$ cat src/rtl/multicycle_control.sv
// Multicycle MIPS-style main controller: Moore-decoded datapath controls from a 12-state FSM.
// Latency: R/I-type 4 cycles, lw 5, sw 4, branch 3 (zero memory wait); controls valid in the current state's cycle.
// Backpressure: memory stalls via MemReady in FETCH/MEM_READ/MEM_WRITE, bounded by WAIT_MAX before a Fault pulse.
//
// Ports:
//   clk, reset (async, active-low) ; OP[5:0] opcode sampled in DECODE ; MemReady memory handshake
//   PCWrite, BranchEn, BranchType, IorD, MemRead, MemWrite, IRWrite, MemtoReg, RegDst, RegWrite,
//   ALUSrcA, ALUSrcB[1:0], PCSource[1:0], ALUOp[2:0] datapath controls ; State[3:0] debug ; Fault pulse
// Optional feature: define MULTICYCLE_JUMP_EN to decode OP 02 as a jump (JUMP state); otherwise OP 02 is illegal.

module multicycle_control #(
    parameter int WAIT_MAX = 15
) (
    input  logic       clk,
    input  logic       reset,
    input  logic [5:0] OP,
    input  logic       MemReady,
    output logic       PCWrite,
    output logic       BranchEn,
    output logic       BranchType,
    output logic       IorD,
    output logic       MemRead,
    output logic       MemWrite,
    output logic       IRWrite,
    output logic       MemtoReg,
    output logic       RegDst,
    output logic       RegWrite,
    output logic       ALUSrcA,
    output logic [1:0] ALUSrcB,
    output logic [1:0] PCSource,
    output logic [2:0] ALUOp,
    output logic [3:0] State,
    output logic       Fault
);

    typedef enum logic [3:0] {
        S_START     = 4'd0,
        S_FETCH     = 4'd1,
        S_DECODE    = 4'd2,
        S_MEM_ADDR  = 4'd3,
        S_MEM_READ  = 4'd4,
        S_MEM_WB    = 4'd5,
        S_MEM_WRITE = 4'd6,
        S_R_EXEC    = 4'd7,
        S_I_EXEC    = 4'd8,
        S_ALU_WB    = 4'd9,
        S_BRANCH    = 4'd10,
        S_JUMP      = 4'd11
    } state_t;

    // Instruction class captured in DECODE; later states only look at this,
    // so OP is free to change once the instruction has been decoded.
    typedef enum logic [3:0] {
        C_NONE = 4'd0,
        C_R    = 4'd1,
        C_ADDI = 4'd2,
        C_ANDI = 4'd3,
        C_ORI  = 4'd4,
        C_LUI  = 4'd5,
        C_LW   = 4'd6,
        C_SW   = 4'd7,
        C_BEQ  = 4'd8,
        C_BNE  = 4'd9,
        C_J    = 4'd10
    } cls_t;

    localparam logic [2:0] ALU_SUB = 3'b001;
    localparam logic [2:0] ALU_ADD = 3'b100;
    localparam logic [2:0] ALU_OR  = 3'b101;
    localparam logic [2:0] ALU_AND = 3'b110;
    localparam logic [2:0] ALU_R   = 3'b111;
    localparam logic [2:0] ALU_LUI = 3'b000;

    localparam int CW = (WAIT_MAX < 1) ? 1 : $clog2(WAIT_MAX + 1);

    state_t        state, state_nx;
    cls_t          cls, cls_nx;
    cls_t          op_cls;
    logic [CW-1:0] wait_cnt;
    logic          waiting;
    logic          timeout;

    // ALU function for immediate-class instructions.
    function automatic logic [2:0] imm_alu(input cls_t c);
        logic [2:0] r;
        r = ALU_ADD;
        case (c)
            C_ANDI:  r = ALU_AND;
            C_ORI:   r = ALU_OR;
            C_LUI:   r = ALU_LUI;
            default: r = ALU_ADD;
        endcase
        return r;
    endfunction

    // Opcode classification; anything not listed is illegal (C_NONE).
    always_comb begin
        op_cls = C_NONE;
        case (OP)
            6'h00: op_cls = C_R;
            6'h08: op_cls = C_ADDI;
            6'h0C: op_cls = C_ANDI;
            6'h0D: op_cls = C_ORI;
            6'h0F: op_cls = C_LUI;
            6'h23: op_cls = C_LW;
            6'h2B: op_cls = C_SW;
            6'h04: op_cls = C_BEQ;
            6'h05: op_cls = C_BNE;
`ifdef MULTICYCLE_JUMP_EN
            6'h02: op_cls = C_J;
`endif
            default: op_cls = C_NONE;
        endcase
    end

    // States that wait on the memory handshake share one bounded counter.
    assign waiting = (state == S_FETCH) || (state == S_MEM_READ) || (state == S_MEM_WRITE);
    assign timeout = waiting && !MemReady && (wait_cnt == CW'(WAIT_MAX));

    always_ff @(posedge clk or negedge reset) begin
        if (!reset) begin
            state <= S_START;
            cls   <= C_NONE;
        end else begin
            state <= state_nx;
            cls   <= cls_nx;
        end
    end

    // Cleared on any state change and on timeout (timeout from FETCH re-enters
    // FETCH without a state change), so every wait starts counting from zero.
    always_ff @(posedge clk or negedge reset) begin
        if (!reset) begin
            wait_cnt <= '0;
        end else if ((state_nx != state) || timeout) begin
            wait_cnt <= '0;
        end else if (waiting && !MemReady) begin
            wait_cnt <= wait_cnt + CW'(1);
        end
    end

    always_comb begin
        state_nx   = state;
        cls_nx     = cls;
        PCWrite    = 1'b0;
        BranchEn   = 1'b0;
        BranchType = 1'b0;
        IorD       = 1'b0;
        MemRead    = 1'b0;
        MemWrite   = 1'b0;
        IRWrite    = 1'b0;
        MemtoReg   = 1'b0;
        RegDst     = 1'b0;
        RegWrite   = 1'b0;
        ALUSrcA    = 1'b0;
        ALUSrcB    = 2'b00;
        PCSource   = 2'b00;
        ALUOp      = 3'b000;
        Fault      = 1'b0;

        case (state)
            S_START: begin
                state_nx = S_FETCH;
            end
            S_FETCH: begin
                MemRead = 1'b1;
                ALUSrcB = 2'b01;
                ALUOp   = ALU_ADD;
                if (MemReady) begin
                    // Instruction and PC+4 are only committed when memory delivers.
                    IRWrite  = 1'b1;
                    PCWrite  = 1'b1;
                    state_nx = S_DECODE;
                end else if (timeout) begin
                    Fault    = 1'b1;
                    state_nx = S_FETCH;
                end
            end
            S_DECODE: begin
                ALUSrcB = 2'b11;
                ALUOp   = ALU_ADD;
                cls_nx  = op_cls;
                case (op_cls)
                    C_R:                             state_nx = S_R_EXEC;
                    C_ADDI, C_ANDI, C_ORI, C_LUI:    state_nx = S_I_EXEC;
                    C_LW, C_SW:                      state_nx = S_MEM_ADDR;
                    C_BEQ, C_BNE:                    state_nx = S_BRANCH;
`ifdef MULTICYCLE_JUMP_EN
                    C_J:                             state_nx = S_JUMP;
`endif
                    default: begin
                        Fault    = 1'b1;
                        state_nx = S_FETCH;
                    end
                endcase
            end
            S_MEM_ADDR: begin
                ALUSrcA  = 1'b1;
                ALUSrcB  = 2'b10;
                ALUOp    = ALU_ADD;
                state_nx = (cls == C_SW) ? S_MEM_WRITE : S_MEM_READ;
            end
            S_MEM_READ: begin
                MemRead = 1'b1;
                IorD    = 1'b1;
                if (MemReady) begin
                    state_nx = S_MEM_WB;
                end else if (timeout) begin
                    Fault    = 1'b1;
                    state_nx = S_FETCH;
                end
            end
            S_MEM_WB: begin
                RegWrite = 1'b1;
                MemtoReg = 1'b1;
                state_nx = S_FETCH;
            end
            S_MEM_WRITE: begin
                MemWrite = 1'b1;
                IorD     = 1'b1;
                if (MemReady) begin
                    state_nx = S_FETCH;
                end else if (timeout) begin
                    Fault    = 1'b1;
                    state_nx = S_FETCH;
                end
            end
            S_R_EXEC: begin
                ALUSrcA  = 1'b1;
                ALUSrcB  = 2'b00;
                ALUOp    = ALU_R;
                state_nx = S_ALU_WB;
            end
            S_I_EXEC: begin
                ALUSrcA  = 1'b1;
                ALUSrcB  = 2'b10;
                ALUOp    = imm_alu(cls);
                state_nx = S_ALU_WB;
            end
            S_ALU_WB: begin
                // ALUOp stays asserted so ALUOut-derived controls are stable during write-back.
                RegWrite = 1'b1;
                RegDst   = (cls == C_R);
                ALUOp    = (cls == C_R) ? ALU_R : imm_alu(cls);
                state_nx = S_FETCH;
            end
            S_BRANCH: begin
                ALUSrcA    = 1'b1;
                ALUSrcB    = 2'b00;
                ALUOp      = ALU_SUB;
                PCSource   = 2'b01;
                BranchEn   = 1'b1;
                BranchType = (cls == C_BEQ);
                state_nx   = S_FETCH;
            end
`ifdef MULTICYCLE_JUMP_EN
            S_JUMP: begin
                PCWrite  = 1'b1;
                PCSource = 2'b10;
                state_nx = S_FETCH;
            end
`endif
            default: begin
                // Unused encodings (and JUMP when jumps are disabled) recover to FETCH.
                state_nx = S_FETCH;
            end
        endcase
    end

    assign State = state;

endmodule

$ cat config.mk
export PLATFORM = sky130hd
export DESIGN_NAME = multicycle_control
export DESIGN_NICKNAME = d
export VERILOG_FILES = /design/src/rtl/multicycle_control.sv
export SDC_FILE = /design/constraint.sdc
export NUM_CORES = 1
export LEC_CHECK = 0
export ABC_CLOCK_PERIOD_IN_PS = 2800
export BUFFER_PORTS_ARGS = -buffer_cell sky130_fd_sc_hd__buf_2
export CAP_MARGIN = 30
export CORE_AREA = 3 3 65 52
export DETAILED_ROUTE_END_ITERATION = 12
export DIE_AREA = 0 0 68 55
export PLACE_DENSITY = 0.6
export SYNTH_ARGS = -nofsm -noshare
export SYNTH_HDL_FRONTEND = slang
export SYNTH_SLANG_ARGS = --single-unit
$ cat constraint.sdc
create_clock -name clk -period 2.8 [get_ports clk]
set_input_delay 0 -clock clk [delete_from_list [all_inputs] [get_ports clk]]
set_output_delay 0 -clock clk [all_outputs]
set_load 0.005 [all_outputs]
==> run metrics <==
Fillers=~280; # rows=17; WP data required=about 2.8 ns; Worst Reg-to-Reg Cells=4; Via density=5.70; number of synthesized flops with an enable pin=0; fin worst setup slack=between 0.7 and 0.8 ns; CTS Buffer Depth=2; largest net degree at the start of global routing=23; pre-CTS WS=between 0.8 and 0.9 ns; Yosys top cell area share=0.269; Synth area leader=dfrtp_1; Root Buffer=clkbuf_8; # resized after CTS=0; Detail Placement HPWL=2.18 mm; Horiz. Die Dim=68 um; most frequent cells in the layout=30 x buf_2, 14 x nor2_1, 12 x dfrtp_1, 11 x nand2_1; Final Net Count=176; Placer Congestion=0.811; DRT Pass-1 Iters=4; sequential element share of the synthesized area=0.269; storage element area=300 um2; Clk pin slew, worst setup/hold paths=0.05 ns; die area=3740 um2; I/O pin cnt=32; Multi-input gate area=~720 um2; Max transition margin=0.557; Final Hold Violating Endpoints=0; final core occ=0.460; period utilization=0.735; Tightest Pin Transition=roughly 0.66 ns; WL final=2.88 mm; Global Route met2 Usage=0.245; commonest non-fill, non-tap cell in the layout=buf_2; fraction of layout cells with a size suffix above 1=0.248; P&R area growth vs syn=17.5%; Initial Utilization=0.392; first-pass GRT wire length=4.61 mm; Final TNS setup=0 ns; Setup violations, final=0; FMAX=486 MHz; port bufs=30; Die H=55 um; total of max-cap violations=0; vias in the first global route=between 900 and 1k; Min Clock Period, post-route=2.06 ns; RSZ-0062 raised after global routing=no; clock insertion delay at the later pin of the skew report=0.24 ns; DR DRC count=0; Core ar.=2850 um2; critical path arrival=2.06 ns; Hold Crit Class=primary input to register; reg-to-reg setup timing slack=0.82 ns; post-synth cell types=47; grt met1 use=0.229; vias=1157; crit-path max FO=22; initial antenna violation count=0; Syn Std Cell Area=1120 um2; htree depth=1; Slew Viols, Final=0; Synth Flop Type=dfrtp_1; antenna fix cells=0; post-route ant nets=0; largest cells by area after synthesis=dfrtp_1 27%, nor2_1 4.7%, nor4_1 3.9%, nand2_1 3.7%, nand2b_1 2.8%; grt ovf=0; PwrDens=821 nW/um2; Yosys reg bits=12; Async S/R FF share, synth=1.00; Mapped Cells=141; TritonCTS clock tree=yes; Worst Setup End Kind=output pin; synthesized area per cell=7.92 um2; Setup CP Type=register to output pin; Total Routing Usage GR=0.158; WL per Instance=14.2 um; Worst Hold Depth=2; clk sinks=12; Setup Skew=roughly 0.0057 ns; status=complete, no violations; Mapped Nets=151; CTS buffer count=3; Leak Pwr=slightly below 0.6 nW; GR Util met3=0.0182; First DRT Iteration DRCs=126; gr busiest metal=met2; synth warn=0; startpoint types=register; Max rail drop VDD=~210 uV
-- state kept, by name (all words and copies together), names as in the netlist --
register  flops
wait_cnt      4
State         4
cls           4
-- critical path, cell delays in order, from the launching register on --
cell and delay, ns:
dfrtp_1 0.76, nor2b_1 0.18, o21ai_0 0.56, o2bb2ai_1 0.16, buf_2 0.15
-- layout make-up --
type                            instances  area share
Multi-Input combinational cell        111       0.551
Sequential cell                        12       0.229
Timing Repair Buffer                   31       0.122
Clock buffer                            4      0.0420
Tap cell                               38      0.0363
Inverter                                7      0.0200
-- per-layer routing --
metal	vias to the layer above	wire length, um	share of wire
met3	2	220	0.076
li1	571	-	-
met5	-	0	0
met4	0	8	0.0028
met2	53	1260	0.44
met1	531	1400	0.49
-- path summary, 6_finish.rpt --
check	from	end
worst max-delay path	State[0]$_DFF_PN0_	Fault
worst min-delay path	OP[4]	cls[1]$_DFFE_PN0P_
worst max register to register	State[0]$_DFF_PN0_	wait_cnt[0]$_DFFE_PN0P_
worst min register to register	cls[1]$_DFFE_PN0P_	cls[1]$_DFFE_PN0P_
min in group asynchronous	reset	wait_cnt[2]$_DFFE_PN0P_
max in group asynchronous	reset	State[1]$_DFF_PN0_
-- synthesized netlist by cell type, types with 2 or more instances --
cell,n
dfrtp_1,12
nand2b_1,5
o31ai_1,4
or3_1,2
or2_2,2
nor3_1,3
xnor2_1,3
nand3_1,3
o221ai_1,2
o22ai_1,4
inv_1,7
o21ai_0,5
xor2_1,3
clkbuf_1,3
buf_2,3
nor2_1,14
a21oi_1,4
o211ai_1,4
nand2_1,11
a32oi_1,3
o2bb2ai_1,2
buf_4,4
nor4_1,7
nor2b_1,3
and3_1,4
mux2i_1,2
a21o_1,2
-- metrics by stage --
step | area (um2) | total power, mW | instances | hold WS (ns)
detailed placement | 1250 | 0.885 | 198 | -0.101
floorplan | 1120 | 0.722 | 141 | -0.296
finish | 1310 | 1.08 | 203 | 0.0456
global route | 1310 | 1.16 | 203 | 0.0496
CTS | 1310 | 1.08 | 203 | 0.0398
global placement | 1250 | 0.886 | 198 | -0.112
-- timing repair --
item | CTS | global route
endpoints found under the hold margin | 12 | 0
buffers inserted | 0 | 0
hold buffers | 1 | 0
-- power by group --
part           internal (mW)  leakage (nW)  switching [mW]
clock                  0.124        0.0288          0.0647
sequential             0.223         0.161           0.142
combinational          0.244         0.396           0.279
-- cells by family after synthesis --
kind of cell,Yosys count,share of synthesized area
AOI/OAI and AO/OA,40,0.267
xor gates and xnor gates,6,0.0471
adders and majority gates,1,0.0112
buffers and inverters,18,0.0841
DFF,12,0.269
muxes,3,0.0280
other,1,0.00336
and+or+nand+nor,60,0.290
Power figures use the tool's default switching activity.
